--- src/rtl/instr_prefetch.sv ---
// Instruction prefetch stage: issues PC to imem, queues {pc, instr} in a small FIFO, feeds decode.
// Optional same-cycle bypass to decode when the FIFO is empty: define INSTR_PREFETCH_BYPASS_EN.
module instr_prefetch #(
    parameter int unsigned AW    = 16,
    parameter int unsigned IW    = 9,
    parameter int unsigned DEPTH = 4
) (
    input  logic          CLK,
    input  logic          Init,
    input  logic [AW-1:0] PC,
    input  logic          Halt_in,
    input  logic          Flush,
    output logic [AW-1:0] Imem_addr,
    output logic          Imem_rd,
    input  logic [IW-1:0] Imem_data,
    output logic          Fetch_stall,
    output logic          Dec_valid,
    input  logic          Dec_ready,
    output logic [IW-1:0] Dec_instr,
    output logic [AW-1:0] Dec_pc
);

    localparam int unsigned PW = (DEPTH > 1) ? $clog2(DEPTH) : 1;
    localparam int unsigned CW = PW + 1;
    localparam int unsigned EW = AW + IW;

    logic [PW-1:0] rd_ptr_q, rd_ptr_d;
    logic [PW-1:0] wr_ptr_q, wr_ptr_d;
    logic [CW-1:0] count_q, count_d;
    logic          inflight_q;
    logic [AW-1:0] inflight_pc_q;
    logic [EW-1:0] mem_q [DEPTH];

    logic          fifo_nonempty;
    logic          bypass;
    logic          push;
    logic          pop;

    // Handshake, credit and head-of-queue presentation
    always_comb begin
        fifo_nonempty = (count_q != '0);
        Fetch_stall   = (count_q + CW'(inflight_q)) >= CW'(DEPTH);
        Imem_rd       = !Init && !Halt_in && !Flush && !Fetch_stall;
        Imem_addr     = PC;
`ifdef INSTR_PREFETCH_BYPASS_EN
        bypass        = !fifo_nonempty && inflight_q && !Flush;
`else
        bypass        = 1'b0;
`endif
        Dec_valid     = fifo_nonempty || bypass;
        pop           = fifo_nonempty && Dec_ready && !Flush;
        // A bypassed word taken by decode this cycle never enters storage
        push          = inflight_q && !Flush && !(bypass && Dec_ready);

        Dec_pc    = '0;
        Dec_instr = '0;
        if (bypass) begin
            Dec_pc    = inflight_pc_q;
            Dec_instr = Imem_data;
        end else if (fifo_nonempty) begin
            {Dec_pc, Dec_instr} = mem_q[rd_ptr_q];
        end
    end

    // Pointer and occupancy next-state; flush discards everything
    always_comb begin
        rd_ptr_d = rd_ptr_q + PW'(pop);
        wr_ptr_d = wr_ptr_q + PW'(push);
        count_d  = count_q + CW'(push) - CW'(pop);
        if (Flush) begin
            rd_ptr_d = '0;
            wr_ptr_d = '0;
            count_d  = '0;
        end
    end

    always_ff @(posedge CLK) begin
        if (Init) begin
            rd_ptr_q      <= '0;
            wr_ptr_q      <= '0;
            count_q       <= '0;
            inflight_q    <= 1'b0;
            inflight_pc_q <= '0;
        end else begin
            rd_ptr_q      <= rd_ptr_d;
            wr_ptr_q      <= wr_ptr_d;
            count_q       <= count_d;
            inflight_q    <= Imem_rd;
            inflight_pc_q <= PC;
        end
    end

    // Payload storage needs no reset; occupancy gates every read
    always_ff @(posedge CLK) begin
        if (!Init && push) begin
            mem_q[wr_ptr_q] <= {inflight_pc_q, Imem_data};
        end
    end

    overflow_a: assert property (@(posedge CLK) disable iff (Init)
        !(push && (count_q == CW'(DEPTH))));

endmodule
--- config.mk ---
export PLATFORM = sky130hd
export DESIGN_NAME = instr_prefetch
export DESIGN_NICKNAME = d
export VERILOG_FILES = /design/src/rtl/instr_prefetch.sv
export SDC_FILE = /design/constraint.sdc
export NUM_CORES = 1
export LEC_CHECK = 0
export BUFFER_PORTS_ARGS = -buffer_cell sky130_fd_sc_hd__buf_2
export CORE_AREA = 4 4 115 117
export DETAILED_ROUTE_END_ITERATION = 12
export DIE_AREA = 0 0 119 121
export PLACE_DENSITY_LB_ADDON = 0.15
export SLEW_MARGIN = 5
export SYNTH_ARGS = -nofsm -noshare
export SYNTH_HDL_FRONTEND = slang
export SYNTH_SLANG_ARGS = --single-unit
--- constraint.sdc ---
create_clock -name CLK -period 2.75 [get_ports CLK]
set_clock_uncertainty 0.2 [all_clocks]
set_input_delay 0 -clock CLK [delete_from_list [all_inputs] [get_ports CLK]]
set_output_delay 0 -clock CLK [all_outputs]
set_load 0.02 [all_outputs]
==> impl_metrics.yaml <==
setup_path:
  cp.required_ps: 2880
  critPathMaxStageDelay_ps: 480
  cp.depth: 9
  cp_cell_sequence: "o31ai_1 -> nor3_1 -> a21o_1 -> ha_1 -> inv_1 -> fa_1 -> xor2_1 -> and2_1 -> nor3_1"
  timing.rr.end: "count_q[2]"
  crit_path_start: "count_q[1]"
  cp_max_fo: 5
  crit_buf_inv: 1
  cp-start-kind: "register"
  crit_path_frequent_cell: "nor3_1"
  reg2reg_from: "count_q[1]"
  reg2regPathDepth: 9
  critical_path_class: "register to register"
  crit_path_end_kind: "register"
  critPathTopFamily: "simple AND/OR/NAND/NOR gates"
  worstSetupEndpoint: "count_q[2]"
  critPathSlowestCell: "dfxtp_1"
  ff2ff_setup_slack_ps: 380
  cp.arrival_ps: 2500
timing:
  finalSetupViolations: 0
  period_share_pct: 86.3
  relSlewSlack_pct: 52.0
  setup_slack_ps: 378
  hold_violations: 0
  rsz0062_at_grt: "false"
  tightestPinTransition_ps: 721
  slew_violations: 0
  fmax_ghz: 0.422
  min_period_ps: 2370
power_and_ir_drop:
  power.share.clock_pct: 49.5
  p_total_mw: 4.41
  p_leak_nw: 2.37
  power_frac_seq_pct: 46.8
  internal_power_mw: 3.61
  peakVddDrop_uv: 397
  switching_power_mw: 0.803
  power_density_mw_per_mm2: 691
  comb_power_share_pct: 3.8
  p_sw_share_pct: 18.2
floorplan:
  placementRows: 41
  start_util_pct: 39.0
  core-area_mm2: 0.0124
  io_pins: 74
  die_h_um: 121
  die_x_um: 119
  die-area_mm2: 0.0144
synthesis:
  synth.distinct_cells: 29
  yosys_register_bits: 124
  syn_inst: 254
  netlist_area_mm2: 0.00482
  ys.warnings.count: 0
  synth_nets: 287
  yosysSeqAreaShare_pct: 72.3
  syn_avg_cell_area_um2: 19.0
run_status:
  status: "finished, final reports clean"
routing:
  wl_mm: 8.43
  route.antenna.remaining_nets: 0
  wire_per_inst_um: 15.0
  drt_iter0_drc: 112
  vias: 2479
  first_pass_iters: 6
  drc: 0
  vias_per_cell: 4.42
clock_network:
  clock_latency_ps: 400
  clk_pin_slew_worst_paths_ps: 50
  clock-sinks: 124
  cts_tree: "done"
  postCtsResizedCells: 0
  cts_hold_buf: 46
  clockBufferDepth: 2
  cts_max_level: 4
  cts-root-buf: "clkbuf_16"
  post_cts_buffers: 0
  cts_buffers: 17
worst_hold_path:
  worstHoldStart: "Init"
  min_path_type: "input port to register"
cells_and_area:
  layout-drive-gt1-share_pct: 39.8
  final_cell_mix: "100 x edfxtp_1, 73 x buf_2, 46 x dlygate4sd3_1"
  final_common_cell: "edfxtp_1"
  antennaDiodeCount: 0
  nets: 409
  syn_to_final_growth_pct: 32.4
global_routing:
  grt_util_met3_pct: 3.59
  grtUsageMet2_pct: 22.4
  grt_pass1_vias: 2741
  use_met1_pct: 14.9
  grt_pass1_wl_mm: 14.0
  grt_usage_pct: 13.1
  antenna_found_initial: 0
  grt_max_degree: 28
  busiest_layer: "met2"
  overflow: 0
run:
  drv_cap: 0
placement:
  port_buffers: 73
  hpwl_mm: 5.18
  gp_congestion: 0.663
  dp_slack_ps: 354
## cell families (layout without fill, tap and decap cells)
kind of cell               after synthesis  in the layout  share of synthesized area, %
xor gates and xnor gates                 4              4                         0.727
and+or+nand+nor                         65             65                          9.40
muxes                                   25             25                          11.7
DFF                                    124            124                          72.3
buffers and inverters                   29            164                          4.42
adders and majority gates                3              3                         0.935
AOI/OAI and AO/OA                        4              4                         0.519
## worst reg2reg max path: cells and delay by family (launching register included)
| kind | cells | cell delay [ps] |
|---|---|---|
| XOR/XNOR | 1 | 160 |
| AND/OR/NAND/NOR | 3 | 600 |
| AO/OA/AOI/OAI | 2 | 300 |
| adder cells (fa/ha/maj) | 2 | 510 |
| flip-flops | 1 | 480 |
| buffers and inverters | 1 | 50 |
## cell type report
cell class	count	area [µm²]
clock buffer	25	515
clock inverter	7	83.8
fill	1019	5990
inverter	3	11.3
multi-input combinational	101	1150
sequential	124	3490
tap	172	215
timing repair buffer	129	913
## flip-flops by register name (all words and copies together) (netlist names)
signal,cells
inflight_pc_q,16
count_q,3
inflight_q,1
wr_ptr_q,2
rd_ptr_q,2
mem_q,100
## metrics by stage
stage / cells / area (µm²) / TNS, ps / hold slack [ps] / util, %
finish: 561 / 6380 / 0 / 20.8 / 51.6
global placement: 483 / 5320 / 0 / -15.8 / 43.0
CTS: 561 / 6380 / 0 / 31.0 / 51.6
global route: 561 / 6380 / 0 / 136 / 51.6
detailed placement: 483 / 5320 / 0 / -11.1 / 43.0
floorplan: 254 / 4820 / -2910 / -128 / -
## power by group through the flow
| stage | Sequential [mW] | Combinational, mW | Clock [mW] |
|---|---|---|---|
| after CTS | 2.06 | 0.169 | 2.24 |
| after floorplan | 2.09 | 0.0805 | 0 |
| final | 2.06 | 0.166 | 2.18 |
| after global placement | 2.10 | 0.120 | 0 |
| after detailed placement | 2.10 | 0.121 | 0 |
| after global routing | 2.06 | 0.183 | 2.32 |
## routing by layer
layer | routed length, µm | up-vias
met3 | 330 | 12
met1 | 3510 | 1215
met2 | 4430 | 61
met5 | 0 | -
met4 | 165 | 0
li1 | - | 1191
## worst min-delay path by stage
stage / endpoint / slack (ps) / depth (start not counted)
after global placement: inflight_q / -20 / 2
after floorplan: inflight_pc_q[10] / -130 / 1
final: count_q[0] / 20 / 3
after CTS: count_q[0] / 30 / 3
after global routing: wr_ptr_q[0] / 140 / 3
after detailed placement: inflight_q / -10 / 2
## cells in the mapped netlist
| cell type | count | area share [%] |
|---|---|---|
| edfxtp_1 | 100 | 62 |
| buf_6 | 1 | 0.23 |
| buf_4 | 17 | 2.6 |
| nor2b_4 | 10 | 2.9 |
| nand2_1 | 2 | 0.16 |
| fa_1 | 1 | 0.42 |
| and2_1 | 3 | 0.39 |
| inv_1 | 2 | 0.16 |
| nor2b_1 | 32 | 4.2 |
| o31ai_1 | 1 | 0.16 |
| o21ai_0 | 1 | 0.10 |
| xor2_1 | 2 | 0.36 |
| nor3_1 | 6 | 0.62 |
| or3_1 | 1 | 0.13 |
| a21oi_1 | 1 | 0.10 |
| clkbuf_1 | 2 | 0.16 |
| nor3_2 | 1 | 0.21 |
| xnor2_1 | 2 | 0.36 |
| a21o_1 | 1 | 0.16 |
| buf_2 | 4 | 0.42 |
| buf_8 | 1 | 0.31 |
| or2_1 | 1 | 0.13 |
| inv_2 | 1 | 0.078 |
| nor2_1 | 7 | 0.55 |
| ha_1 | 2 | 0.52 |
| dfxtp_1 | 24 | 10 |
| buf_12 | 1 | 0.42 |
| nand3_1 | 2 | 0.21 |
| mux4_2 | 25 | 12 |
Note: power is estimated with default switching activity, not from simulation.
